[src/rtl/sobel_pkg.sv]
// Shared definitions for the Sobel edge-detection datapath.
// Holds the pixel/grayscale widths, the luma coefficients, the saturation
// limit, the pixel typedefs and the RGB-to-gray helper used by the top level.
package sobel_pkg;

  localparam int PIX_W   = 8;    // grayscale / colour channel width
  localparam int GRAD_W  = 11;   // signed gradient width, covers -1020..1020
  localparam int COEF_R  = 77;
  localparam int COEF_G  = 150;
  localparam int COEF_B  = 29;
  localparam int SAT_MAX = 255;  // magnitude ceiling

  typedef logic [PIX_W-1:0] pix_t;

  typedef struct packed {
    pix_t r;
    pix_t g;
    pix_t b;
  } rgb_t;

  // The coefficients sum to 256, so the 16-bit accumulator never overflows
  // and the top byte is the luma value.
  function automatic pix_t rgb_to_gray(input rgb_t p);
    logic [15:0] acc;
    acc = 16'(COEF_R) * 16'(p.r) + 16'(COEF_G) * 16'(p.g) + 16'(COEF_B) * 16'(p.b);
    return acc[15:8];
  endfunction

endpackage

[src/rtl/line_buffer.sv]
// line_buffer: DEPTH-entry, 8-bit delay line with enable.
// Ports:
//   clk, rst_n : clock and asynchronous active-low reset (clears contents)
//   en         : advance; when low, contents and pointer hold
//   din        : sample written this enabled cycle
//   dout       : sample written DEPTH enabled cycles ago
// Implemented as a circular buffer: the slot about to be overwritten holds
// exactly the sample from DEPTH enables back, so it is read combinationally.
module line_buffer
  import sobel_pkg::*;
#(
  parameter int DEPTH = 100
) (
  input  logic clk,
  input  logic rst_n,
  input  logic en,
  input  pix_t din,
  output pix_t dout
);

  localparam int PTR_W = (DEPTH > 1) ? $clog2(DEPTH) : 1;

  pix_t             mem [DEPTH];
  logic [PTR_W-1:0] ptr_reg;

  assign dout = mem[ptr_reg];

  always_ff @(posedge clk or negedge rst_n) begin
    if (!rst_n) begin
      ptr_reg <= '0;
      for (int i = 0; i < DEPTH; i++) begin
        mem[i] <= '0;
      end
    end else if (en) begin
      mem[ptr_reg] <= din;
      ptr_reg      <= (ptr_reg == PTR_W'(DEPTH - 1)) ? '0 : ptr_reg + 1'b1;
    end
  end

endmodule

[src/rtl/sobel_image_processor.sv]
// sobel_image_processor: streaming 3x3 Sobel edge detector.
// Ports:
//   clk, rst_n : clock and asynchronous active-low reset
//   shift_en   : pixel valid / advance; low freezes the whole pipeline
//   data_in    : packed {R, G, B} pixel, raster order
//   out_pixel  : {M, M, M}, saturated Sobel magnitude, 3 enabled edges later
// Stages: E1 registers gray + position, E2 updates line buffers / window /
// border flag, E3 registers the magnitude.
module sobel_image_processor
  import sobel_pkg::*;
#(
  parameter int WIDTH      = 100,
  parameter int DATA_WIDTH = 8
) (
  input  logic                    clk,
  input  logic                    rst_n,
  input  logic                    shift_en,
  input  logic [3*DATA_WIDTH-1:0] data_in,
  output logic [3*DATA_WIDTH-1:0] out_pixel
);

  localparam int COL_W = (WIDTH > 1) ? $clog2(WIDTH) : 1;

  // ---------------- E1: grayscale and position tagging ----------------
  rgb_t             pix_in;
  pix_t             y_reg;
  logic [COL_W-1:0] col_reg, y_col_reg;
  logic [15:0]      row_reg, y_row_reg;

  assign pix_in = rgb_t'(data_in);

  // col_reg/row_reg point at the next incoming pixel; the y_* copies travel
  // with y_reg so the border test refers to the window's newest pixel.
  always_ff @(posedge clk or negedge rst_n) begin
    if (!rst_n) begin
      y_reg     <= '0;
      col_reg   <= '0;
      row_reg   <= '0;
      y_col_reg <= '0;
      y_row_reg <= '0;
    end else if (shift_en) begin
      y_reg     <= rgb_to_gray(pix_in);
      y_col_reg <= col_reg;
      y_row_reg <= row_reg;
      if (col_reg == COL_W'(WIDTH - 1)) begin
        col_reg <= '0;
        row_reg <= (row_reg == 16'hFFFF) ? row_reg : row_reg + 16'd1;
      end else begin
        col_reg <= col_reg + 1'b1;
      end
    end
  end

  // ---------------- E2: line buffers, window, border flag ----------------
  // lb_out[0] is row n-1, lb_out[1] is row n-2 (second buffer fed by first).
  pix_t lb_in  [2];
  pix_t lb_out [2];

  genvar gi;
  generate
    for (gi = 0; gi < 2; gi++) begin : g_lb
      if (gi == 0) begin : g_head
        assign lb_in[gi] = y_reg;
      end else begin : g_chain
        assign lb_in[gi] = lb_out[gi-1];
      end
      line_buffer #(.DEPTH(WIDTH)) u_line_buffer (
        .clk  (clk),
        .rst_n(rst_n),
        .en   (shift_en),
        .din  (lb_in[gi]),
        .dout (lb_out[gi])
      );
    end
  endgenerate

  // win_reg[row][col]: row 0 oldest line, col 2 newest column.
  pix_t win_reg [3][3];
  logic valid_reg;

  always_ff @(posedge clk or negedge rst_n) begin
    if (!rst_n) begin
      for (int r = 0; r < 3; r++) begin
        for (int c = 0; c < 3; c++) begin
          win_reg[r][c] <= '0;
        end
      end
      valid_reg <= 1'b0;
    end else if (shift_en) begin
      for (int r = 0; r < 3; r++) begin
        win_reg[r][0] <= win_reg[r][1];
        win_reg[r][1] <= win_reg[r][2];
      end
      win_reg[0][2] <= lb_out[1];
      win_reg[1][2] <= lb_out[0];
      win_reg[2][2] <= y_reg;
      // Windows with fewer than three real rows or columns (including ones
      // wrapping across a line end) are suppressed.
      valid_reg <= (y_row_reg >= 16'd2) && (y_col_reg >= COL_W'(2));
    end
  end

  // ---------------- Gradient and magnitude (combinational) ----------------
  logic [9:0]               gx_pos, gx_neg, gy_pos, gy_neg;
  logic signed [GRAD_W-1:0] gx, gy;
  logic [9:0]               gx_abs, gy_abs;
  logic [10:0]              mag_sum;
  pix_t                     mag;

  always_comb begin
    gx_pos  = 10'(win_reg[0][2]) + (10'(win_reg[1][2]) << 1) + 10'(win_reg[2][2]);
    gx_neg  = 10'(win_reg[0][0]) + (10'(win_reg[1][0]) << 1) + 10'(win_reg[2][0]);
    gy_pos  = 10'(win_reg[2][0]) + (10'(win_reg[2][1]) << 1) + 10'(win_reg[2][2]);
    gy_neg  = 10'(win_reg[0][0]) + (10'(win_reg[0][1]) << 1) + 10'(win_reg[0][2]);
    gx      = $signed({1'b0, gx_pos}) - $signed({1'b0, gx_neg});
    gy      = $signed({1'b0, gy_pos}) - $signed({1'b0, gy_neg});
    gx_abs  = gx[GRAD_W-1] ? 10'(-gx) : gx[9:0];
    gy_abs  = gy[GRAD_W-1] ? 10'(-gy) : gy[9:0];
    mag_sum = 11'(gx_abs) + 11'(gy_abs);
    mag     = (mag_sum > 11'(SAT_MAX)) ? PIX_W'(SAT_MAX) : mag_sum[PIX_W-1:0];
  end

  // ---------------- E3: output register ----------------
  always_ff @(posedge clk or negedge rst_n) begin
    if (!rst_n) begin
      out_pixel <= '0;
    end else if (shift_en) begin
      out_pixel <= valid_reg ? {3{mag}} : '0;
    end
  end

endmodule

[config.mk]
export PLATFORM = sky130hd
export DESIGN_NAME = sobel_image_processor
export DESIGN_NICKNAME = d
export VERILOG_FILES = /design/src/rtl/sobel_pkg.sv /design/src/rtl/line_buffer.sv /design/src/rtl/sobel_image_processor.sv
export SDC_FILE = /design/constraint.sdc
export NUM_CORES = 2
export LEC_CHECK = 0
export CORE_UTILIZATION = 50
export DETAILED_ROUTE_END_ITERATION = 10
export GPL_ROUTABILITY_DRIVEN = 0
export PLACE_DENSITY = 0.63
export SETUP_SLACK_MARGIN = 0.05
export SYNTH_ARGS = -nofsm -noshare
export SYNTH_HDL_FRONTEND = slang
export SYNTH_SLANG_ARGS = --single-unit
[constraint.sdc]
create_clock -name clk -period 10.54 [get_ports clk]
set_input_delay 1.054 -clock clk [delete_from_list [all_inputs] [get_ports clk]]
set_output_delay 1.054 -clock clk [all_outputs]
set_load 0.01 [all_outputs]
Word-level counts from Yosys, hierarchy flattened
Cells that the tools add are included.
{"block": "totals", "regBits": 1765, "inputBits": 27, "output_inout_bits": 24, "elab_cells": 277}
{"block": "classes", "add_sub_neg": 19, "multipliers": 3, "magnitude_cmp": 7, "eq_ne": 4, "n_mux": 19, "bitwise_logic": 3, "n_reduce_logical": 4}
{"cell": "bitwise mux 800 bit", "n": 2}
{"cell": "binary-select mux 8 bit (select 7 bit)", "n": 2}
{"cell": "demux 8 bit (select 7 bit)", "n": 2}
{"cell": "two-way mux 8 bit", "n": 7}
{"cell": "adder 10 x 8 -> 10 bit", "n": 4}
{"cell": "adder 8 x 9 -> 10 bit", "n": 4}
{"cell": "multiplier 7 x 8 -> 15 bit (first input constant)", "n": 2}
{"cell": "two-way mux 24 bit", "n": 1}
{"cell": "subtractor 10 x 10 -> 11 bit", "n": 2}
{"cell": "adder 7 x 1 -> 7 bit (second input constant)", "n": 3}
{"cell": "equality test 7 bit (second input constant)", "n": 3}
{"cell": "two-way mux 7 bit", "n": 3}
{"cell": "two-way mux 10 bit", "n": 2}
{"cell": "negation 10 bit", "n": 2}
{"cell": "adder 15 x 16 -> 16 bit", "n": 1}
{"cell": "adder 16 x 1 -> 16 bit (second input constant)", "n": 1}
{"cell": "adder 16 x 13 -> 16 bit", "n": 1}
{"cell": "equality test 16 bit (second input constant)", "n": 1}
{"cell": ">= comparator 16 x 2 -> 1 bit (second input constant)", "n": 1}
{"cell": ">= comparator 8 bit (second input constant)", "n": 2}
{"cell": "< comparator 8 x 1 -> 1 bit (second input constant)", "n": 2}
{"cell": "NOT 7 -> 8 bit", "n": 2}
{"cell": "multiplier 5 x 8 -> 13 bit (first input constant)", "n": 1}
{"cell": "adder 10 x 10 -> 11 bit", "n": 1}
{"cell": "5 further kinds", "n": 7}

Depth between registers and ports, before layout
{"block": "depth", "ltp_word": 9, "mapped_depth": 27, "ltp_nobuf": 27}

Cells and area by module
Synthesis repeated with hierarchy kept, for this count alone.
{"block": "hier_totals", "cells_unflattened": 6684, "area_unflattened_um2": 85901.1}
{"mod": "line_buffer (g_lb[0].u_line_buffer)", "instances": 1, "cells_each": 2810, "area_each_um2": 37358.3, "seq_area_each_um2": 20194.4}
{"mod": "line_buffer (g_lb[1].u_line_buffer)", "instances": 1, "cells_each": 2787, "area_each_um2": 37224.5, "seq_area_each_um2": 20194.4}
{"mod": "sobel_image_processor", "instances": 1, "cells_each": 1087, "area_each_um2": 11318.4, "seq_area_each_um2": 3328.2}

Worst setup path after synthesis
Ideal clock, no wire load.
{"block": "synth_timing", "kind": "input to register", "from": "in data_in[11]", "to": "reg y_reg[7]", "setup_ps": 125, "arrival_time_ps": 6703, "t_required_ps": 10415, "path_slack_ps": 3712, "cell_stages": 24, "path_buffers": 0, "path_cell_list": "ha_1 -> ha_1 -> ha_1 -> inv_1 -> fa_1 -> inv_1 -> ha_1 -> nor2b_1 -> nor2_1 -> xor2_1 -> fa_1 -> fa_1 -> fa_1 -> inv_1 -> fa_1 -> ha_1 -> nand2_1 -> nor3_1 -> a21oi_1 -> o21ai_0 -> mux2i_1 -> a211oi_1 -> xnor2_1 -> mux2_2"}
{"block": "synth_between", "elab_chain_len": 3}
{"item": "start, declared", "line_no": "sobel_image_processor.sv:18", "rtl": "input logic [3*DATA_WIDTH-1:0] data_in,"}
{"item": "multiplier 7 x 8 -> 15 bit", "line_no": "sobel_pkg.sv:25", "rtl": "acc = 16'(COEF_R) * 16'(p.r) + 16'(COEF_G) * 16'(p.g) + 16'(COEF_B) * 16'(p.b);"}
{"item": "adder 15 x 16 -> 16 bit", "line_no": "sobel_pkg.sv:25"}
{"item": "adder 16 x 13 -> 16 bit", "line_no": "sobel_pkg.sv:25"}
{"item": "end signal, assigned", "line_no": "sobel_image_processor.sv:42", "rtl": "y_reg <= rgb_to_gray(pix_in);"}
{"item": "end, declared", "line_no": "sobel_image_processor.sv:26", "rtl": "pix_t y_reg;"}
Every way passes these cells.
A chain may end at the register's enable or synchronous reset.

Worst setup path after layout
{"block": "layout_timing", "from": "in data_in[13]", "to": "reg y_reg[7]"}
The elaborated chain is that of the path after synthesis.

==> impl_metrics.yaml <==
grt:
  grt.overflow.total: 0
  grt_pass1_vias: 58581
  grt_util_all_layers: 0.288
  grt_max_degree: 183
  grt_antenna_before_repair: 9
  grt_pass1_wl_um: 372000
die:
  die_w_um: 412
  ios: 51
  die-area_mm2: 0.170
  fp.dieH_um: 412
  rows: 150
  initial_utilization: 0.504
  coreArea_mm2: 0.167
routing:
  ant_nets: 0
  routedWlPerCell_um: 25.3
  routed-wl-met3_um: 21300
  highest_layer: "met5"
  wl_met1_um: 107000
  drt_iter0_markers: 5618
  drc_errors: 0
  drt-pass1-iter-count: 6
  routed_wl_um: 241000
  dr_wl_met2_um: 106000
  via_per_inst: 6.08
  vias: 58005
cts:
  cts_tree: "built"
  cts_setup_buffers: 0
  clock_path_buffers: 3
  clock_sinks: 1747
  hold_buffers: 0
  path_clk_slew_ns: 0.06
  post_cts_resized: 0
  cts_htree_levels: 4
  clkLatencyLatePin_ns: 0.84
  root_buffer: "clkbuf_16"
  cts_made_buffers: 184
sta:
  worst_pin_slew_ns: 1.61
  max_clock_freq_ghz: 0.140
  finalCritPeriodShare: 0.676
  final_max_slew_viol_count: 2
  fin_crit_ns: 7.13
  max_slew_margin: -0.0979
  finalHoldViolations: 0
  rsz0062_at_grt: "false"
  fin_setup_tns_ns: 0
  setup_viol: 0
  finClkSkew_ns: 0.0406
synthesis:
  yosys_warnings: 0
  synth-main-ff-cell: "dfrtp_1"
  synthTopCellsByCount: "dfrtp_1 (1747), mux2_2 (982), nand2_1 (794), nor2_1 (616), o21ai_0 (521)"
  ys_types: 80
  ys_ff_latch: 1747
  syn-num-nets: 7639
  seq_area_frac_synth: 0.519
  synth_edf_count: 0
  synth_most_common_cell: "dfrtp_1"
  synth_area_mm2: 0.0842
  synth_largest_area_cell: "dfrtp_1"
  synth_top_cell_area_share: 0.519
  syn_inst: 7370
  syn_avg_cell_area_um2: 11.4
  synth_area_leaders: "dfrtp_1 (52%), mux2_2 (13%), mux4_2 (4.1%)"
  async_flop_share: 1.00
layout:
  drive_gt1_frac: 0.225
  largest_reg_flops: 1600
  area_growth_pct: 9.71
  utilization: 0.552
  nNetsFinal: 7447
critical_path:
  timing.rr.end: "out_pixel[19]"
  reg2regPathDepth: 22
  start_kind: "input port"
  crit_arrival_ns: 7.85
  reg2reg_from: "win_reg[52]"
  required_ns: 11.26
  rrSetupSlack_ns: 3.99
  cp-end-kind: "register"
  cp_max_fo: 4
  path_class: "input port to register"
hold_path:
  hold_class: "input port to asynchronous set/reset pin"
outcome:
  violations: "max-capacitance violations, max-slew violations"
  status: "finished with violations"
flow_run:
  cap_viol_max_count: 2
placement:
  dp_hpwl_um: 152000
  numPortBuffers: 50
## layout by cell type (no fill, tap or decap), types with 48 or more instances in the layout
master,n
dfrtp_1,1732
mux2_2,982
nand2_1,794
nor2_1,610
o21ai_0,521
a21oi_1,452
inv_1,247
clkbuf_16,189
mux2i_1,170
mux4_2,153
a221oi_1,151
ha_1,124
fa_1,118
buf_4,109
a22oi_1,86
o21ai_1,86
xnor2_1,51
clkbuf_8,49
o22ai_1,48
clkdlybuf4s50_1,48
## worst max path at each step
| stage | slack [ns] | cells past startpoint | to | startpoint |
|---|---|---|---|---|
| global placement | 2.68 | 25 | y_reg[7] | data_in[13] |
| floorplan | 3.71 | 24 | y_reg[7] | data_in[11] |
| global route | 3.08 | 25 | y_reg[7] | data_in[13] |
| finish | 3.41 | 25 | y_reg[7] | data_in[13] |
| detailed placement | 2.51 | 25 | y_reg[7] | data_in[13] |
| CTS | 3.40 | 25 | y_reg[7] | data_in[13] |
## routing by layer
metal / global-route usage / up-vias
li1: - / 25614
met3: 0.0693 / 442
met4: 0.0810 / 6
met5: 0 / -
met2: 0.429 / 2075
met1: 0.420 / 29868
## critical path, stage by stage
cell and delay (ns):
clkdlybuf4s50_1 0.56, ha_1 0.27, ha_1 0.28, ha_1 0.28, inv_1 0.05, fa_1 0.47
inv_1 0.04, ha_1 0.32, nor2b_1 0.15, nor2_1 0.11, xor2_1 0.23, fa_1 0.48
fa_1 0.51, fa_1 0.56, inv_1 0.05, fa_1 0.43, ha_1 0.35, nand2_1 0.08
nor3_1 0.16, a21oi_1 0.18, o21ai_0 0.43, mux2i_1 0.14, a211oi_1 0.28, xnor2_1 0.11
mux2_2 0.26
## per-stage QoR
step                std cells  worst slack (ns)  hold slack, ns  instance area [µm²]
global route             9532              3.08           0.210                92400
finish                   9533              3.41           0.184                92400
detailed placement       9196              2.51           0.465                86200
floorplan                7370              3.71           0.444                84200
global placement         9196              2.68           0.454                86200
CTS                      9532              3.40           0.162                92400
## layout make-up
class                           instances  area (µm²)
Timing Repair Buffer                  171        1580
Clock inverter                         52         591
Tap cell                             2204        2760
Inverter                              252         946
Clock buffer                          284        5580
Multi-Input combinational cell       4822       37200
Sequential cell                      1747       43800
Antenna cell                            1        2.50
Fill cell                           14250       74900
## cells by family (layout without fill, tap and decap cells)
group                    after synthesis  after routing  synth area share
flip-flops                          1747           1747             0.519
AND/OR/NAND/NOR                     1603           1603            0.0768
AO/OA/AOI/OAI                       1593           1593             0.115
multiplexers                        1308           1308             0.193
buffers and inverters                801            759            0.0417
adder cells (fa/ha/maj)              242            242            0.0465
XOR/XNOR                              76             76           0.00791
other                                  0              1                 0
Power is left out: the tool's default activity adds up to more than one toggle a clock period on the data nets, which glitch-free logic cannot reach.
